<file path="config.mk">
export PLATFORM = sky130hd
export DESIGN_NAME = coax_tx
export DESIGN_NICKNAME = d
export VERILOG_FILES = /design/src/rtl/coax_tx.sv
export SDC_FILE = /design/constraint.sdc
export NUM_CORES = 1
export LEC_CHECK = 0
export BUFFER_PORTS_ARGS = -buffer_cell sky130_fd_sc_hd__buf_4
export CAP_MARGIN = 20
export CORE_ASPECT_RATIO = 0.5
export CORE_MARGIN = 2
export CORE_UTILIZATION = 40
export CTS_CLUSTER_DIAMETER = 50
export DETAILED_ROUTE_END_ITERATION = 16
export SETUP_SLACK_MARGIN = 0.3
export SYNTH_ARGS = -nofsm -noshare
export SYNTH_HDL_FRONTEND = slang
export SYNTH_SLANG_ARGS = --single-unit
</file>
<file path="constraint.sdc">
create_clock -name clk -period 4.5 [get_ports clk]
set_input_delay 1.35 -clock clk [delete_from_list [all_inputs] [get_ports clk]]
set_output_delay 1.35 -clock clk [all_outputs]
set_load 0.005 [all_outputs]
</file>
<file path="src/rtl/coax_tx.sv">
// Bi-phase (Manchester) transmitter for the 3270 coax link.
// Sends start sequence, sync/data/parity groups per word, then end sequence.
module coax_tx #(
  parameter int unsigned CLOCKS_PER_BIT = 8
) (
  input  logic       clk,
  input  logic       reset,
  input  logic [9:0] data,
  input  logic       strobe,
  output logic       ready,
  output logic       active,
  output logic       tx
);

  localparam int unsigned HALF = CLOCKS_PER_BIT / 2;
  localparam int unsigned TW   = $clog2(CLOCKS_PER_BIT);
  localparam int unsigned CW   = 4;
  localparam int unsigned DW   = 10;

  typedef enum logic [2:0] {
    IDLE,
    START_SEQUENCE,
    SYNC_BIT,
    DATA_BIT,
    PARITY_BIT,
    END_SEQUENCE
  } state_t;

  state_t          state_q, state_d;
  logic [TW-1:0]   timer_q, timer_d;
  logic [CW-1:0]   cnt_q, cnt_d;
  logic [DW-1:0]   word_q, word_d;
  logic [DW-1:0]   hold_q;
  logic            ready_q;
  logic            active_q;
  logic            tx_q, tx_d;
  logic            xfer;
  logic            bit_end;
  logic            first_half;
  logic            cur_bit;

  assign bit_end = (timer_q == TW'(CLOCKS_PER_BIT - 1));

  // Next state, counters, and the line level for the upcoming cycle
  always_comb begin
    state_d    = state_q;
    timer_d    = timer_q;
    cnt_d      = cnt_q;
    word_d     = word_q;
    xfer       = 1'b0;
    tx_d       = 1'b0;
    first_half = 1'b0;
    cur_bit    = 1'b0;

    if (state_q != IDLE) begin
      timer_d = bit_end ? '0 : timer_q + TW'(1);
    end

    case (state_q)
      IDLE: begin
        if (!ready_q || strobe) begin
          state_d = START_SEQUENCE;
          timer_d = '0;
          cnt_d   = '0;
        end
      end
      START_SEQUENCE: begin
        if (bit_end) begin
          if (cnt_q == CW'(7)) begin
            state_d = SYNC_BIT;
            cnt_d   = '0;
            word_d  = hold_q;
            xfer    = 1'b1;
          end else begin
            cnt_d = cnt_q + CW'(1);
          end
        end
      end
      SYNC_BIT: begin
        if (bit_end) begin
          state_d = DATA_BIT;
          cnt_d   = '0;
        end
      end
      DATA_BIT: begin
        if (bit_end) begin
          if (cnt_q == CW'(9)) begin
            state_d = PARITY_BIT;
            cnt_d   = '0;
          end else begin
            cnt_d = cnt_q + CW'(1);
          end
        end
      end
      PARITY_BIT: begin
        // A word already waiting extends the current frame
        if (bit_end) begin
          if (!ready_q) begin
            state_d = SYNC_BIT;
            word_d  = hold_q;
            xfer    = 1'b1;
          end else begin
            state_d = END_SEQUENCE;
          end
          cnt_d = '0;
        end
      end
      END_SEQUENCE: begin
        if (bit_end) begin
          if (cnt_q == CW'(1)) begin
            state_d = IDLE;
            cnt_d   = '0;
          end else begin
            cnt_d = cnt_q + CW'(1);
          end
        end
      end
      default: state_d = IDLE;
    endcase

    first_half = (timer_d < TW'(HALF));

    case (state_d)
      START_SEQUENCE: begin
        // Five quiesce ones, then low 3H / high 3H code violation
        if (cnt_d < CW'(5)) tx_d = first_half;
        else                tx_d = (cnt_d == CW'(7)) || ((cnt_d == CW'(6)) && !first_half);
      end
      SYNC_BIT: tx_d = first_half;
      DATA_BIT: begin
        cur_bit = word_d[CW'(9) - cnt_d];
        tx_d    = cur_bit ? first_half : !first_half;
      end
      PARITY_BIT: begin
        cur_bit = ~^word_d;
        tx_d    = cur_bit ? first_half : !first_half;
      end
      END_SEQUENCE: tx_d = (cnt_d == CW'(0)) ? !first_half : 1'b1;
      default: tx_d = 1'b0;
    endcase
  end

  // State register and single-entry holding register
  always_ff @(posedge clk) begin
    if (reset) begin
      state_q  <= IDLE;
      timer_q  <= '0;
      cnt_q    <= '0;
      word_q   <= '0;
      hold_q   <= '0;
      ready_q  <= 1'b1;
      active_q <= 1'b0;
      tx_q     <= 1'b0;
    end else begin
      state_q  <= state_d;
      timer_q  <= timer_d;
      cnt_q    <= cnt_d;
      word_q   <= word_d;
      active_q <= (state_d != IDLE);
      tx_q     <= tx_d;
      if (xfer) begin
        ready_q <= 1'b1;
      end else if (strobe && ready_q) begin
        hold_q  <= data;
        ready_q <= 1'b0;
      end
    end
  end

  assign ready  = ready_q;
  assign active = active_q;
  assign tx     = tx_q;

endmodule

</file>
==> run summary, run 1 <==
The floorplan step defined a core boundary enclosing 0.00502 mm². Summed over its instances, the top area cell type makes up 30.9% of the synthesized netlist area. The post-synthesis instance total came out at 255. Measured against its own limit, the worst slew margin works out to 43.2%.

The worst path uses 77.8% of the clock period. The worst path needs 3.50 ns of the cycle, external delays included. After synthesis, the share of cell area in mux cells is 6.10%.

The final non-filler cell area was 0.00237 mm²; the transition time of the tightest slew-check pin was 0.849 ns. The ratio of cells with drive above 1 in the final layout came out at 11.3%. The final antenna-violating net count was 0. The via count of the first global-routing pass was 1753. Clock tree synthesis selected as its root buffer the cell sky130_fd_sc_hd__clkbuf_8. The synthesized design contains 33 register bits. The clock tree synthesis step divided the H-tree into 2 levels.

Once the clock tree was built, the resizer swapped 0 gates to a different size. Number of iterations in the first detailed-routing pass: 4. The area enclosed by the die boundary was 0.00597 mm²; the starting density of the core was 42.5%. CTS saw 33 sinks.

Setup repair after global routing left no endpoint under its margin. The run gives 0.618 mW as the total power after layout. By area, the combinational part of the netlist is dominated by simple AND/OR/NAND/NOR gates.

The worst setup slack before clock tree synthesis was 0.737 ns. For this run, the number of Yosys warnings is 0. Compared with the post-synthesis result, the final layout area differs by 11.1%. Among all flip-flop cells after synthesis, the most frequent one is sky130_fd_sc_hd__dfxtp_1. The proportion of register bits with asynchronous set or reset after synthesis is 0%. The routed via count came out at 1893. The final hold violation count is 0, and the clock-pin slew reported for the worst setup and hold paths after clock tree synthesis is 0.07 ns. STA classifies the critical path endpoint as a flip-flop. Ratio of total power to cell area: 261 mW/mm².

Summed over all instances, the cell type with the most area after synthesis is sky130_fd_sc_hd__dfxtp_1. 16 I/O pins were placed. Max-cap violations in this run came to 0. In this run, the number of DRC markers left after iteration 0 of detailed routing was 85.

The total overflow left after global routing is 0. The average instance in the mapped netlist occupies 8.37 µm². After legalization and detailed placement, the total HPWL measured 3570 µm. After Yosys synthesis, full adders, half adders and majority gates account for 3.52% of the synthesized area. The vias per cell is 5.65. The average detailed-routed wire length per instance is 14.7 µm, and the count of antenna diodes in the layout is 0.

The simple-gate share of the synthesized area was 26.6%; the number of distinct standard cells referenced by the synthesized netlist was 57. In this run the post-CTS setup repair buffer count came out at 0. For the initial antenna violation count, the log shows 0.

At the end of routability-driven placement, the weighted congestion stood at 0.844. The count of nets after finishing is 283, and the number of enable flip-flop cells after synthesis is 0. For this run, the total global-route usage over all layers was measured as 17.4%.

The sum of negative setup slack was 0 ns. Across the VDD grid, the largest voltage drop is 0.181 mV. Of the total synthesized cell area, the portion taken by XOR and XNOR cells is 8.26%. Measured along the y axis, the die boundary spans 55.7 µm.

The number of port buffers is 15, and the routed wire length is 4920 µm. For this run, design rule violations remaining after detail routing come to 0. Once routing completed, OpenROAD measured the worst setup slack at 1.00 ns. No sink is reached through more buffers than the 2 on the longest clock path. For this design, the CTS-stage hold fixing added 0 buffers.

Ranked by total cell area, the synthesized netlist is headed by sky130_fd_sc_hd__dfxtp_1 (31%), sky130_fd_sc_hd__mux2i_1 (6.1%), sky130_fd_sc_hd__nor2_1 (5.8%), sky130_fd_sc_hd__xnor2_1 (4.9%), sky130_fd_sc_hd__nand2_1 (3.7%). TritonCTS built the clock tree. STA classifies the critical path startpoint as an input pin. The critical path is of the in2reg type. Data on the critical path arrives at its endpoint at 3.66 ns. The analysis attributes to cell leakage a power of 0.958 nW.

Synthesis produced a netlist with a net count of 274. The clock reaches the later pin of the worst-skew pair after 0.28 ns. The logs give 0.00227 mm² for the placed instance area and 0.286 GHz for the achievable clock frequency. In this run, CTS created clock tree buffers numbering 5. Entering global routing, the biggest net connects 34 pins.

The flow ran to the end, and the final reports show no timing, DRC or antenna violations. In this run the worst path has a maximum fanout of 6. For the row count, the log shows 18. The min-delay analysis places its worst path in the category reg2reg. For the final max-slew violation count, the log shows 0. The die outline width is 107 µm, and the setup skew after layout is 0.00488 ns. The run gives 30.9% as the proportion of synthesized chip area in sequential cells. Summing the areas of all compound-gate instances in the mapped netlist gives 20.0% of the synthesized area. The data required time of the worst path is 4.66 ns, and the summed instance area of the synthesized netlist is 0.00213 mm². The first global-routing pass estimated 8290 µm of wire. Setup violations remaining at the end of the flow were counted as 0.
==> Yosys cell counts, types with 3 or more instances <==
cell type / instances
sky130_fd_sc_hd__a211o_1: 3
sky130_fd_sc_hd__a211oi_1: 4
sky130_fd_sc_hd__a21oi_1: 14
sky130_fd_sc_hd__a31oi_1: 4
sky130_fd_sc_hd__and3_1: 10
sky130_fd_sc_hd__and4_1: 3
sky130_fd_sc_hd__buf_2: 7
sky130_fd_sc_hd__clkbuf_1: 5
sky130_fd_sc_hd__dfxtp_1: 33
sky130_fd_sc_hd__ha_1: 6
sky130_fd_sc_hd__inv_1: 7
sky130_fd_sc_hd__mux2i_1: 13
sky130_fd_sc_hd__nand2_1: 21
sky130_fd_sc_hd__nand3_1: 7
sky130_fd_sc_hd__nor2_1: 33
sky130_fd_sc_hd__nor2b_1: 8
sky130_fd_sc_hd__nor3b_1: 3
sky130_fd_sc_hd__nor4_1: 3
sky130_fd_sc_hd__o211ai_1: 4
sky130_fd_sc_hd__o21ai_0: 6
sky130_fd_sc_hd__xnor2_1: 12
sky130_fd_sc_hd__xor2_1: 3
==> path summary, 6_finish.rpt <==
kind,startpoint,to,depth (start not counted),slack (ns)
min reg2reg,timer_q[1],timer_q[1],2,0.47
max reg2reg,timer_q[0],tx,10,1.13
max,strobe,tx,11,1.00
min,timer_q[1],timer_q[1],2,0.47
==> state kept, by name, summed over array words and instances (netlist names) <==
signal   flops
word_q      10
active       1
state_q      3
hold_q      10
timer_q      3
tx           1
ready        1
cnt_q        4
==> critical path, stage by stage <==
cell and delay (ns):
sky130_fd_sc_hd__buf_4 0.11, sky130_fd_sc_hd__nor4b_1 0.35, sky130_fd_sc_hd__o21bai_1 0.14, sky130_fd_sc_hd__nand2_1 0.09, sky130_fd_sc_hd__o2bb2ai_1 0.25, sky130_fd_sc_hd__inv_1 0.18, sky130_fd_sc_hd__ha_1 0.25, sky130_fd_sc_hd__xnor2_1 0.16
sky130_fd_sc_hd__or4_1 0.50, sky130_fd_sc_hd__a31oi_1 0.21, sky130_fd_sc_hd__nor4_2 0.06
==> logic make-up after synthesis <==
kind of cell,Yosys count
mux,13
xor+xnor,17
flops,33
simple gates,107
buf+inv,21
compound gates,58
fa+ha+maj,6
==> power by group <==
part	internal, mW	switching (mW)	leakage [nW]
Combinational	0.0304	0.0305	0.635
Sequential	0.301	0.0110	0.269
Clock	0.138	0.107	0.0542
Total	0.470	0.148	0.958
==> layer usage <==
| layer | up-vias | GRT usage (%) | routed length (µm) |
|---|---|---|---|
| met1 | 883 | 24.7 | 2480 |
| li1 | 946 | - | - |
| met4 | 0 | 7.61 | 80 |
| met3 | 11 | 4.33 | 300 |
| met5 | - | 0 | 0 |
| met2 | 53 | 24.8 | 2060 |
==> cell type report <==
| class | instances | area (µm²) |
|---|---|---|
| clock inverter | 1 | 5.00 |
| multi-input combinational | 201 | 1380 |
| tap | 70 | 87.6 |
| sequential | 33 | 661 |
| timing repair buffer | 16 | 120 |
| inverter | 7 | 26.3 |
| fill | 465 | 2650 |
| clock buffer | 7 | 96.3 |
==> through the flow <==
stage	utilization, %	instances	hold slack, ns
after floorplan	-	255	0.452
after global placement	45.2	327	0.460
after detailed placement	45.2	327	0.469
after CTS	47.2	335	0.478
after global routing	47.2	335	0.521
final	47.2	335	0.474
==> layout by cell type (no fill, tap or decap), types with 2 or more instances in the layout <==
cell / instances
sky130_fd_sc_hd__nand3b_1: 2
sky130_fd_sc_hd__a211oi_1: 4
sky130_fd_sc_hd__o21bai_1: 2
sky130_fd_sc_hd__ha_1: 6
sky130_fd_sc_hd__nor3b_1: 3
sky130_fd_sc_hd__o22ai_1: 2
sky130_fd_sc_hd__nand2_1: 21
sky130_fd_sc_hd__o211ai_1: 4
sky130_fd_sc_hd__a21oi_1: 14
sky130_fd_sc_hd__xnor3_1: 2
sky130_fd_sc_hd__clkbuf_8: 7
sky130_fd_sc_hd__nor2b_1: 8
sky130_fd_sc_hd__xnor2_1: 12
sky130_fd_sc_hd__inv_1: 7
sky130_fd_sc_hd__a31oi_1: 4
sky130_fd_sc_hd__buf_4: 16
sky130_fd_sc_hd__nor4b_1: 2
sky130_fd_sc_hd__xor2_1: 3
sky130_fd_sc_hd__nor2_1: 33
sky130_fd_sc_hd__nor3_1: 2
sky130_fd_sc_hd__nand2b_1: 2
sky130_fd_sc_hd__o21ai_0: 6
sky130_fd_sc_hd__a311oi_1: 2
sky130_fd_sc_hd__a211o_1: 3
sky130_fd_sc_hd__and3_1: 10
sky130_fd_sc_hd__mux2i_1: 13
sky130_fd_sc_hd__and4_1: 3
sky130_fd_sc_hd__a21o_1: 2
sky130_fd_sc_hd__o2bb2ai_1: 2
sky130_fd_sc_hd__dfxtp_1: 33
sky130_fd_sc_hd__o31a_1: 2
sky130_fd_sc_hd__nand3_1: 7
sky130_fd_sc_hd__nor4_1: 3
Power figures use the tool's default switching activity.
==> inputs of run 2 (changes only) <==
==> constraint.sdc (replaced) <==
create_clock -name clk -period 3.2 [get_ports clk]
set_input_delay 0.96 -clock clk [delete_from_list [all_inputs] [get_ports clk]]
set_output_delay 0.96 -clock clk [all_outputs]
set_load 0.005 [all_outputs]
==> run 2 against run 1 <==
Via count rose by 4.4%; wire length increased by 5.4%; non-clock buffer count grew 15; core utilization increased by 4.8 points; sequential power increased by 40%; final area grew 10%; die area unchanged; register-to-register slack lost 0.70 ns; clock skew hardly changed; highest routed layer unchanged.
==> run summary, run 2 (synthesized netlist as in run 1, its figures left out) <==
The number of iterations in the first detailed-routing pass was 5; the clock network fraction of design power was 43.8%. For the initial antenna violation count, the log shows 0. The pin count of the biggest net entering global routing was 34.

Including well taps, the total number of placed cells is 342. The initial utilization of the core area, before any placement, comes to 42.5%. Combinational cells account for 9.9% of the total power. The count of fill cells added during filler insertion was 477; the via count of the first global-routing pass was 1790. The power dissipated by switching net loads was 0.222 mW; the worst setup slack after layout was 0.433 ns. The post-route fraction of the period consumed by the critical path is 86.5%, and the sum of net half-perimeters after detailed placement is 3730 µm. In this run the tightest slew margin relative to its limit is 54.7%. Final antenna-violating net count: 0. The worst hold-check path type is reg2reg.

The number of stages on the worst hold path is 2, and the final max-slew violation count is 0. The tree is rooted in a sky130_fd_sc_hd__clkbuf_8. The first global-routing pass estimated 8600 µm of wire. Number of post-CTS setup repair buffers: 0. Setup violations remaining at the end of the flow were counted as 0.

Routed via count: 1976. In this run the cell area measured after placement is 0.00241 mm². From synthesis to final layout, the design area changed by 22.4%. After detailed routing, the total wire length is 5190 µm. The number of port buffers is 15. Final cell count without fillers: 350. For this run, the post-layout net count is 298.

For the worst flop-to-flop path, the logic depth is 12. The number of primary I/O pins was 16. The flow ran to the end, and the final reports show no timing, DRC or antenna violations. The sum of negative setup slack was 0 ns; the latest clock arrival within the worst-skew pair was 0.29 ns. The ratio of total power to cell area was 362 mW/mm². The leading cell type in the layout, fill and taps excluded is sky130_fd_sc_hd__nor2_1. The transition time of the tightest slew-check pin is 0.673 ns. The worst setup slack before clock tree synthesis was 0.111 ns. The vias per cell came out at 5.65.

The die outline width is 107 µm, and the ratio of cells with drive above 1 in the final layout is 21.8%. Global routing consumed, over all layers together, 18.5% of the routing resources. After clock tree synthesis, the flow added hold-fix buffers numbering 0. TritonCTS built the clock tree.

The die covers 0.00597 mm². The tools report the CTS buffer count as 5. The buffer depth of the longest clock path was 2.

The logs give 0.494 ns for the minimum hold slack and 33 for the clock sink total. In the routed design, unresolved DRC markers number 0. The number of maximum-capacitance violations was 0; the minimum period implied by the final worst setup slack was 2.77 ns. The run gives 0.968 as the placer's final routability congestion estimate. In the layout the commonest cells are sky130_fd_sc_hd__nor2_1 (33), sky130_fd_sc_hd__buf_4 (30), sky130_fd_sc_hd__dfxtp_1 (27), sky130_fd_sc_hd__nand2_1 (21), sky130_fd_sc_hd__a21oi_1 (14). Clock-pin slew reported for the worst setup and hold paths after clock tree synthesis: 0.07 ns. The setup path with the least slack is of type reg2reg.

For the worst setup path, the data arrival time is 2.94 ns. Of the total power, the share spent switching nets is 23.5%. The sequential group share of total power was 46.3%. After floorplanning, the core was sized to cover 0.00502 mm². The H-tree was split into 2 levels.

For this block, the initial DRC count from the detailed router was 128. After detailed routing, the average wire length per cell comes to 14.8 µm. The tools report the final non-filler cell area as 0.00261 mm². Across the VDD grid, the largest voltage drop is 0.205 mV. Across the routed clock network, the largest skew measured is 0.00500 ns.

At the worst endpoint, the required time is 3.37 ns. The largest registers in the layout are hold_q: 10 flops, word_q: 10 flops, cnt_q: 4 flops. Setup repair after global routing left no endpoint under its margin. For this design the static power due to leakage is 1.06 nW. For the achievable clock frequency, the log shows 0.361 GHz. The kind of start point of the critical path was a flip-flop.

The total overflow left after global routing is 0. Critical-path maximum fanout: 10. The final hold violation count is 0, and the row count is 18. The repair_antennas step left the layout with diodes totalling 0.

In this run the vertical extent of the chip is 55.7 µm. The worst setup path is captured at a flip-flop. For the internal power of the cells, the log shows 0.724 mW.
## run 2: power groups by stage
stage                     Combinational [mW]  Clock (mW)  Sequential, mW
after floorplan                       0.0650           0           0.441
after global placement                0.0894           0           0.446
after detailed placement              0.0922           0           0.447
after CTS                             0.0929       0.422           0.438
after global routing                   0.105       0.439           0.440
final                                 0.0933       0.415           0.438
## run 2: critical path, cell delays in order (launching register included)
cell and delay, ns:
sky130_fd_sc_hd__dfxtp_2 0.34, sky130_fd_sc_hd__ha_4 0.16, sky130_fd_sc_hd__ha_4 0.19, sky130_fd_sc_hd__nor4bb_1 0.14, sky130_fd_sc_hd__o21ai_0 0.20, sky130_fd_sc_hd__nand3_1 0.18, sky130_fd_sc_hd__o2bb2ai_4 0.24, sky130_fd_sc_hd__inv_1 0.09
sky130_fd_sc_hd__ha_1 0.40, sky130_fd_sc_hd__a2111oi_4 0.05, sky130_fd_sc_hd__or4_1 0.43, sky130_fd_sc_hd__a31oi_2 0.17, sky130_fd_sc_hd__nor4_2 0.06
## run 2: cell type report
cell class              instances  area [µm²]  share of cell area [%]
inverters                       7        26.3                    1.01
clock buffers                   7        86.3                    3.30
flip-flops and latches         33         671                    25.7
multi-input cells             201        1470                    56.1
clock inverters                 1        30.0                    1.15
repair buffers                 31         245                    9.39
well taps                      70        87.6                    3.35
## run 2: repair_timing
| action | CTS | global route |
|---|---|---|
| hold endpoints to repair | 0 | 0 |
| gates resized for setup | 4 | 18 |
| endpoints found under the setup margin | 1 | 1 |
| pin swaps | 1 | 3 |
## run 2: layer usage
layer	GRT usage, %	vias up	share of wire [%]
li1	-	977	-
met2	27.1	65	42
met5	0	-	0
met4	8.53	0	2.0
met3	3.86	9	5.7
met1	25.9	925	50
## run 2: path summary, 6_finish.rpt
check	startpoint	end	slack, ns
max	timer_q[0]	tx	0.43
min	timer_q[1]	timer_q[1]	0.49
max reg2reg	timer_q[0]	tx	0.43
min reg2reg	timer_q[1]	timer_q[1]	0.49
## run 2: stage by stage
step                utilization (%)  total power [mW]
floorplan                         -             0.506
global placement               47.9             0.536
detailed placement             47.9             0.539
CTS                            50.7             0.952
global route                   52.0             0.984
finish                         52.0             0.946
